## config.mk

```make
export PLATFORM = sky130hd
export DESIGN_NAME = bin2bcd_seq
export DESIGN_NICKNAME = d
export VERILOG_FILES = /design/src/rtl/bin2bcd_pkg.sv /design/src/rtl/bin2bcd_seq_bcd_digit_adj.sv /design/src/rtl/bin2bcd_seq.sv
export SDC_FILE = /design/constraint.sdc
export NUM_CORES = 1
export LEC_CHECK = 0
export BUFFER_PORTS_ARGS = -buffer_cell sky130_fd_sc_hd__buf_2
export CAP_MARGIN = 40
export CORE_MARGIN = 5
export CORE_UTILIZATION = 55
export DETAILED_ROUTE_END_ITERATION = 16
export PLACE_DENSITY_LB_ADDON = 0.1
export REMOVE_ABC_BUFFERS = 1
export SYNTH_ARGS = -nofsm -noshare
export SYNTH_HDL_FRONTEND = slang
export SYNTH_SLANG_ARGS = --single-unit
```

## constraint.sdc

```tcl
create_clock -name clk -period 3.3 [get_ports clk]
set_input_delay 0.495 -clock clk [delete_from_list [all_inputs] [get_ports clk]]
set_output_delay 0.495 -clock clk [all_outputs]
set_load 0.05 [all_outputs]
```

## src/rtl/bin2bcd_pkg.sv

```systemverilog
// Shared types and helpers for the sequential binary-to-BCD converter.
package bin2bcd_pkg;

  typedef enum logic [1:0] {
    IDLE  = 2'd0,
    SHIFT = 2'd1,
    DONE  = 2'd2
  } state_e;

  localparam int BCD_NIB_W = 4;

  // Decimal digits needed to show the largest bin_w-bit unsigned value.
  function automatic int min_digits(input int bin_w);
    longint unsigned v;
    int n;
    v = (64'd1 << bin_w) - 64'd1;
    n = 0;
    for (int i = 0; i < 21; i++) begin
      if (v != 64'd0) begin
        n = n + 1;
        v = v / 64'd10;
      end
    end
    return (n == 0) ? 1 : n;
  endfunction

endpackage

```

## src/rtl/bin2bcd_seq_bcd_digit_adj.sv

```systemverilog
// One double-dabble correction cell: a BCD digit of 5 or more gets +3
// so that the following left shift carries correctly into the next digit.
module bcd_digit_adj
  import bin2bcd_pkg::*;
(
  input  logic [BCD_NIB_W-1:0] d,
  output logic [BCD_NIB_W-1:0] q
);

  // Add-3 correction; a legal digit (0..9) never overflows the nibble.
  always_comb begin
    q = d;
    if (d >= BCD_NIB_W'(5)) q = d + BCD_NIB_W'(3);
  end

endmodule

```

## src/rtl/bin2bcd_seq.sv

```systemverilog
// Sequential shift-and-add-3 binary-to-BCD converter, one bit per clock,
// valid/ready on both sides.
// Optional build macro BIN2BCD_SIGNED_EN: two's complement input, magnitude
// is converted and the sign is reported on out_neg.
//
// state | meaning
// IDLE  | in_ready high, waiting for an input
// SHIFT | one adjust+shift step per clock, BIN_W steps in total
// DONE  | out_valid high, result held until out_ready
module bin2bcd_seq
  import bin2bcd_pkg::*;
#(
  parameter int BIN_W  = 16,
  parameter int DIGITS = 5
) (
  input  logic                          clk,
  input  logic                          rst_n,
  input  logic                          in_valid,
  output logic                          in_ready,
  input  logic [BIN_W-1:0]              in_bin,
  output logic                          out_valid,
  input  logic                          out_ready,
  output logic [BCD_NIB_W*DIGITS-1:0]   out_bcd
`ifdef BIN2BCD_SIGNED_EN
  ,
  output logic                          out_neg
`endif
);

  localparam int ACC_W = BCD_NIB_W * DIGITS;
  localparam int CNT_W = $clog2(BIN_W);
  localparam int LAST  = BIN_W - 1;

  if (BIN_W < 4 || BIN_W > 32) begin : g_bad_bin_w
    $error("bin2bcd_seq: BIN_W must be in 4..32");
  end
  if (DIGITS < min_digits(BIN_W)) begin : g_bad_digits
    $error("bin2bcd_seq: DIGITS too small for BIN_W");
  end

  state_e             state_q, state_d;
  logic [BIN_W-1:0]   bin_q, bin_d;
  logic [ACC_W-1:0]   acc_q, acc_d;
  logic [ACC_W-1:0]   acc_adj, acc_shift;
  logic [CNT_W-1:0]   cnt_q, cnt_d;
  logic               out_valid_q, out_valid_d;
  logic               in_ready_q, in_ready_d;
  logic [ACC_W-1:0]   out_bcd_q, out_bcd_d;
  logic [BIN_W-1:0]   load_val;

  for (genvar g = 0; g < DIGITS; g++) begin : g_adj
    bcd_digit_adj u_adj (
      .d (acc_q[g*BCD_NIB_W +: BCD_NIB_W]),
      .q (acc_adj[g*BCD_NIB_W +: BCD_NIB_W])
    );
  end

  assign acc_shift = {acc_adj[ACC_W-2:0], bin_q[BIN_W-1]};

`ifdef BIN2BCD_SIGNED_EN
  logic neg_q, neg_d;
  // Magnitude of a two's complement input; the most-negative value maps
  // to 2^(BIN_W-1), which still fits unsigned in BIN_W bits.
  assign load_val = in_bin[BIN_W-1] ? (~in_bin + BIN_W'(1)) : in_bin;
  assign out_neg  = neg_q;
`else
  assign load_val = in_bin;
`endif

  // Next-state, datapath step and output register updates.
  always_comb begin
    state_d     = state_q;
    bin_d       = bin_q;
    acc_d       = acc_q;
    cnt_d       = cnt_q;
    out_valid_d = out_valid_q;
    out_bcd_d   = out_bcd_q;
`ifdef BIN2BCD_SIGNED_EN
    neg_d       = neg_q;
`endif
    case (state_q)
      IDLE: begin
        if (in_valid && in_ready_q) begin
          bin_d   = load_val;
          acc_d   = '0;
          cnt_d   = '0;
`ifdef BIN2BCD_SIGNED_EN
          neg_d   = in_bin[BIN_W-1];
`endif
          state_d = SHIFT;
        end
      end
      SHIFT: begin
        bin_d = bin_q << 1;
        acc_d = acc_shift;
        cnt_d = cnt_q + CNT_W'(1);
        if (cnt_q == CNT_W'(LAST)) begin
          out_bcd_d   = acc_shift;
          out_valid_d = 1'b1;
          state_d     = DONE;
        end
      end
      DONE: begin
        if (out_ready) begin
          out_valid_d = 1'b0;
          state_d     = IDLE;
        end
      end
      default: state_d = IDLE;
    endcase
    in_ready_d = (state_d == IDLE);
  end

  // State and datapath registers with synchronous active-low reset.
  always_ff @(posedge clk) begin
    if (!rst_n) begin
      state_q     <= IDLE;
      bin_q       <= '0;
      acc_q       <= '0;
      cnt_q       <= '0;
      out_valid_q <= 1'b0;
      in_ready_q  <= 1'b0;
      out_bcd_q   <= '0;
`ifdef BIN2BCD_SIGNED_EN
      neg_q       <= 1'b0;
`endif
    end else begin
      state_q     <= state_d;
      bin_q       <= bin_d;
      acc_q       <= acc_d;
      cnt_q       <= cnt_d;
      out_valid_q <= out_valid_d;
      in_ready_q  <= in_ready_d;
      out_bcd_q   <= out_bcd_d;
`ifdef BIN2BCD_SIGNED_EN
      neg_q       <= neg_d;
`endif
    end
  end

  assign in_ready  = in_ready_q;
  assign out_valid = out_valid_q;
  assign out_bcd   = out_bcd_q;

endmodule

```

==> qor.txt, run 1 <==
Outcome: finished, final reports clean
Register area: 1280 um^2
Sequential Power Share: 48.8%
Total net switching power: 0.000393 W
CP Data Required Time: 3.54 ns
Ports: 42
Crit path arrival time: 2.43 ns
Yosys reg bits: 64
Place WS: 1.12 ns
Crit Path Max Fanout: 25
Final net count: 397
Leakage: 1.36 nW
CTS Buffer Depth: 2
VDD IR-drop max: 0.472 mV
DRC viols: 0
Synth Warn #: 0
CTS Hold Bufs: 0
Initial DRT Pass Iterations: 4
Tightest Pin Transition: 0.664 ns
Flop-to-flop setup slack: 1.11 ns
Ys async rst share: 0%
H-tree depth: 3
DRT Wirelength: 5.94 mm
Total gr overflow: 0
RSZ-0062 raised after global routing: false
FF-to-FF Start: state_q[0]
CP endpoint: out_bcd[0]
DR vias: 2,399
Comb power frac: 6.7%
Ant diodes: 0
GR Util All Layers: 18.7%
Insertion delay to the later sink of the worst-skew pair: 0.35 ns
Port bufs: 41
Synth area leader: dfxtp_1
Synth Instances: 333
Layout Skew: 0.00905 ns
Worst R2R End: out_bcd[0]
Register area share after synthesis: 43.8%
Largest cells by area after synthesis: dfxtp_1 44%, nand2_1 5.3%, ha_1 4.7%, a21oi_1 4.5%, o2bb2ai_1 4.2%
DR iter-0 viols: 123
Initial antenna violation count: 0
Net Sw Frac: 23.7%
Power share of the clock group: 44.6%
Die height: 82.9 um
Initial Util: 56.9%
Final worst slack: 1.11 ns
Worst path cell trace: nand2b_1 > nor2_4 > buf_4 > mux2i_1 > nor2b_1
Fill count: 479
Top cell type's share of synthesized area: 43.8%
Wire per inst: 13.5 um
Post-CTS Setup Inserts: 0
CP peak stage delay: 0.75 ns
Hold depth: 3
Final period util: 66.3%
Root buf cell: clkbuf_8
Final setup fails: 0
CTS tree: built
Setup CP Type: reg -> reg
Routed via count divided by cell count: 5.44
Crit path capture type: flip-flop
Core ar.: 5140 um^2
Vias in the first global route: 2,386
Syn-to-layout area delta: 14.8%
Final slew viol count: 0
Final hold viol count: 0
Cts bufs inserted: 9
Slowest CP cell: dfxtp_1
Post-route ant nets: 0
Setup TNS: 0 ns
Mapped Avg Cell Area: 8.78 um^2
Die Area: 6870 um^2
First-pass GRT wire length: 10.9 mm
Post-synthesis cell area: 2920 um^2
Pin count of the biggest net entering global routing: 38
Share of cells above drive strength 1: 18.3%
Max Cap Viol: 0
Fin crit period: 2.19 ns
RePlAce Congestion: 0.806
Multi-input gate area in the final layout: 1490 um^2
Min-delay worst type: in -> reg
Clk slew on worst S/H paths: 0.07 ns
Primary FF master, synth: dfxtp_1
Relative slew slack: 55.7%
Library cells used by synthesis: 37
Number of synthesized flops with an enable pin: 0
CTS sink cnt: 64
Cell Pwr Density: 492 nW/um^2
PostCTS Resize Cnt: 0
FMAX: 0.457 GHz
Dpl hpwl: 4.06 mm
R2R cell count: 5
Num rows: 26
Worst setup startpoint: state_q[0]
Worst setup SP type: flip-flop
DIE WIDTH: 82.9 um
Internal power: 0.00126 W
state kept, by name, summed over array words and instances, names as in the netlist:
name and cells:
state_q 2, cnt_q 4, out_valid 1, acc_q 20
out_bcd 20, in_ready 1, bin_q 16
kinds of logic (layout without fill, tap and decap cells):
| kind of cell | count (synthesis) | count (layout) | synth area share (%) |
|---|---|---|---|
| AO/OA/AOI/OAI | 100 | 100 | 23.1 |
| multiplexers | 6 | 6 | 2.27 |
| flip-flops | 64 | 64 | 43.8 |
| buffers and inverters | 34 | 72 | 5.13 |
| adder cells (fa/ha/maj) | 11 | 11 | 4.71 |
| XOR/XNOR | 5 | 5 | 1.50 |
| AND/OR/NAND/NOR | 113 | 113 | 19.5 |
cells in the mapped netlist, drive strengths merged, types with 6 or more instances:
cell type	n
a21o	8
nand4	7
nor2	26
inv	11
nor2b	6
o2bb2ai	14
nand2b	6
a21oi	26
clkbuf	11
o211a	6
dfxtp	64
o22ai	10
buf	12
o21ai	16
nand3b	8
nor3b	9
a21boi	9
ha	11
o221ai	7
nand2	42
power by group through the flow:
stage | sequential, W | combinational (W) | clock (W)
3_5_place_dp | 0.000824 | 0.000111 | 0
5_1_grt | 0.000810 | 0.000123 | 0.000787
6_report | 0.000806 | 0.000110 | 0.000737
2_1_floorplan | 0.000824 | 0.0000639 | 0
3_3_place_gp | 0.000823 | 0.000109 | 0
4_1_cts | 0.000806 | 0.000111 | 0.000752
worst min-delay path by stage:
stage,from,to,slack (ns)
final,in_bin[14],bin_q[14],0.45
after global routing,in_bin[13],bin_q[13],0.46
after CTS,in_bin[10],bin_q[10],0.44
after detailed placement,bin_q[4],bin_q[4],0.45
after global placement,bin_q[3],bin_q[3],0.44
after floorplan,acc_q[17],acc_q[17],0.43
through the flow:
step | util, % | cells | instance area, um^2 | total power, W | hold WS, ns
after global placement | 61.1 | 425 | 3140 | 0.000933 | 0.442
after floorplan | - | 310 | 2820 | 0.000888 | 0.432
final | 65.3 | 441 | 3360 | 0.00165 | 0.446
after global routing | 65.3 | 441 | 3360 | 0.00172 | 0.456
after detailed placement | 61.1 | 425 | 3140 | 0.000935 | 0.446
after CTS | 65.3 | 441 | 3360 | 0.00167 | 0.441
cell usage in the layout (no fill, tap or decap), types with 10 or more instances in the layout:
| master | synthesis | final |
|---|---|---|
| inv_1 | 11 | 11 |
| ha_1 | 11 | 11 |
| o22ai_1 | 10 | 10 |
| dfxtp_1 | 64 | 64 |
| buf_2 | 9 | 41 |
| o2bb2ai_1 | 14 | 14 |
| nand2_1 | 41 | 41 |
| nor2_1 | 25 | 25 |
| a21oi_1 | 26 | 26 |
layer usage:
| layer | vias up | GRT usage [%] | share of wire, % |
|---|---|---|---|
| li1 | 1247 | - | - |
| met1 | 1108 | 23.6 | 49 |
| met2 | 33 | 30.9 | 46 |
| met3 | 11 | 3.76 | 3.6 |
| met4 | 0 | 8.02 | 2.0 |
| met5 | - | 0 | 0 |
layout make-up:
class                   count  area share (%)
multi-input cells         235            44.5
clock inverters             7            2.83
well taps                  70            2.61
inverters                  11            1.23
repair buffers             45            7.01
clock buffers               9            3.69
flip-flops and latches     64            38.2
worst max-delay path: cells and delay by family, from the launching register on:
kind,cells,cell delay (ns)
buffers and inverters,1,0.31
DFF,1,0.75
muxes,1,0.21
and+or+nand+nor,3,0.80
(Power assumes the default switching activity.)
==> inputs of run 2 (changes only) <==
==> constraint.sdc (replaced) <==
create_clock -name clk -period 2.28 [get_ports clk]
set_input_delay 0.342 -clock clk [delete_from_list [all_inputs] [get_ports clk]]
set_output_delay 0.342 -clock clk [all_outputs]
set_load 0.05 [all_outputs]
==> run 2 against run 1 <==
Fmax is 24% higher. Core utilization is 0.19 points higher. Via count is 0.63% higher. Flip-flop and latch count stayed put. Die area stayed put. Wire length is 0.29% higher. Largest power group unchanged.
==> qor.txt, run 2 (synthesis gave the netlist of run 1 again) <==
CP peak stage delay: 0.55 ns (-0.20 ns)
DIE WIDTH: 82.9 um (unchanged)
Vias in the first global route: 2,293 (-3.9%)
CTS tree: built
GR Util All Layers: 17.9% (-0.75 points)
Fin crit period: 1.76 ns (-0.423 ns)
Syn-to-layout area delta: 15.1%
Relative slew slack: 59.5% (+3.8 points)
DR iter-0 viols: 139 (+13%)
CP Data Required Time: 2.53 ns (-1.01 ns)
Slowest CP cell: dfxtp_1
CTS sink cnt: 64 (unchanged)
Ports: 42 (unchanged)
RePlAce Congestion: 0.788 (-2.1%)
FMAX: 0.567 GHz (+24%)
Cts bufs inserted: 9 (unchanged)
Setup CP Type: reg -> reg
Final period util: 77.3% (+11 points)
Setup TNS: 0 ns (unchanged)
Share of cells above drive strength 1: 18.7% (+0.34 points)
Worst path cell trace: nor2b_1 > nand2_1 > o2bb2ai_1
Insertion delay to the later sink of the worst-skew pair: 0.33 ns (-0.02 ns)
Crit path arrival time: 2.01 ns (-0.42 ns)
Clk slew on worst S/H paths: 0.07 ns (about the same)
Final net count: 401 (+1.0%)
DR vias: 2,414 (+0.63%)
Initial Util: 56.9% (unchanged)
Root buf cell: clkbuf_8
Outcome: finished, final reports clean
Initial DRT Pass Iterations: 4 (unchanged)
Max Cap Viol: 0 (unchanged)
Crit path capture type: flip-flop
Dpl hpwl: 4.11 mm (+1.2%)
Cell Pwr Density: 683 nW/um^2 (+39%)
CTS Hold Bufs: 0 (unchanged)
Total gr overflow: 0 (unchanged)
Routed via count divided by cell count: 5.42 (-0.28%)
Die height: 82.9 um (unchanged)
Most frequent cells in the layout: 64 x dfxtp_1, 41 x nand2_1, 41 x buf_2
Tightest Pin Transition: 0.606 ns (-0.0577 ns)
Most common cell after layout, fill and taps aside: dfxtp_1
Ant diodes: 0 (unchanged)
Core ar.: 5140 um^2 (unchanged)
H-tree depth: 3 (unchanged)
First-pass GRT wire length: 10.3 mm (-5.0%)
Wire per inst: 13.4 um (-0.62%)
Initial antenna violation count: 0 (unchanged)
Num rows: 26 (unchanged)
Final setup fails: 0 (unchanged)
Buf/Inv on CP: 0 (-1)
Crit Path Max Fanout: 14 (-44%)
Final slew viol count: 0 (unchanged)
VDD IR-drop max: 0.450 mV (-4.8%)
Pin count of the biggest net entering global routing: 31 (-18%)
Cell family with most CP delay: simple AND/OR/NAND/NOR gates
Post-route ant nets: 0 (unchanged)
Worst setup SP type: flip-flop
Util after Layout: 65.5% (+0.19 points)
PostCTS Resize Cnt: 0 (unchanged)
Die Area: 6870 um^2 (unchanged)
Post-CTS Setup Inserts: 0 (unchanged)
DRT Wirelength: 5.96 mm (+0.29%)
CTS Buffer Depth: 2 (unchanged)
RSZ-0062 raised after global routing: false
DRC viols: 0 (unchanged)
Leakage: 1.37 nW (+1.0%)
Min-delay worst type: in -> reg
Port bufs: 41 (unchanged)
Layout Skew: 0.00734 ns (-0.00171 ns)
Final hold viol count: 0 (unchanged)
Fill count: 453 (-5.4%)
-- run 2: cell count changes in the layout (fill, tap and decap cells not counted) --
cell	previous run	this run
buf_4	4	8
inv_6	1	0
clkinv_4	1	0
clkinvlp_4	1	0
bufinv_16	2	1
clkbuf_1	0	2
clkbuf_8	9	11
-- run 2: per-layer routing --
metal / wire length, um / vias to the layer above / GRT usage, %
li1: - / 1252 / -
met4: 93 / 0 / 8.47
met5: 0 / - / 0
met3: 222 / 7 / 4.06
met2: 2730 / 38 / 28.6
met1: 2910 / 1117 / 22.9
-- run 2: path summary, 6_finish.rpt --
kind / endpoint / from / cells after the start / slack, ns
worst max-delay path: acc_q[4] / state_q[0] / 3 / 0.52
worst min-delay path: bin_q[10] / in_bin[10] / 3 / 0.31
worst max register to register: acc_q[4] / state_q[0] / 3 / 0.52
worst min register to register: bin_q[5] / bin_q[5] / 2 / 0.45
-- run 2: worst min-delay path: stages --
cell	delay [ns]
buf_2	0.07
o221ai_1	0.09
nor2_1	0.10
-- run 2: cell type report --
type                            instances  area (um^2)  share of cell area [%]
Tap cell                               70         87.6                    2.60
Sequential cell                        64         1280                    38.1
Clock buffer                           13          159                    4.72
Timing Repair Buffer                   49          265                    7.88
Clock inverter                          3         40.0                    1.19
Inverter                               11         41.3                    1.23
Multi-Input combinational cell        235         1490                    44.3
-- run 2: power breakdown --
group	internal (W)	leakage, nW	switching [W]	total (W)
logic	0.0000672	0.747	0.000103	0.000170
registers	0.00115	0.518	0.0000190	0.00116
clock network	0.000562	0.103	0.000403	0.000965
-- run 2: through the flow --
step | instances | hold slack, ns | area, um^2 | setup slack [ns] | total power, W
after global routing | 445 | 0.327 | 3370 | 0.301 | 0.00239
after detailed placement | 429 | 0.449 | 3170 | 0.545 | 0.00136
after CTS | 445 | 0.298 | 3370 | 0.512 | 0.00232
final | 445 | 0.305 | 3370 | 0.517 | 0.00230
after floorplan | 310 | 0.432 | 2820 | 0.373 | 0.00129
after global placement | 429 | 0.442 | 3170 | 0.635 | 0.00136
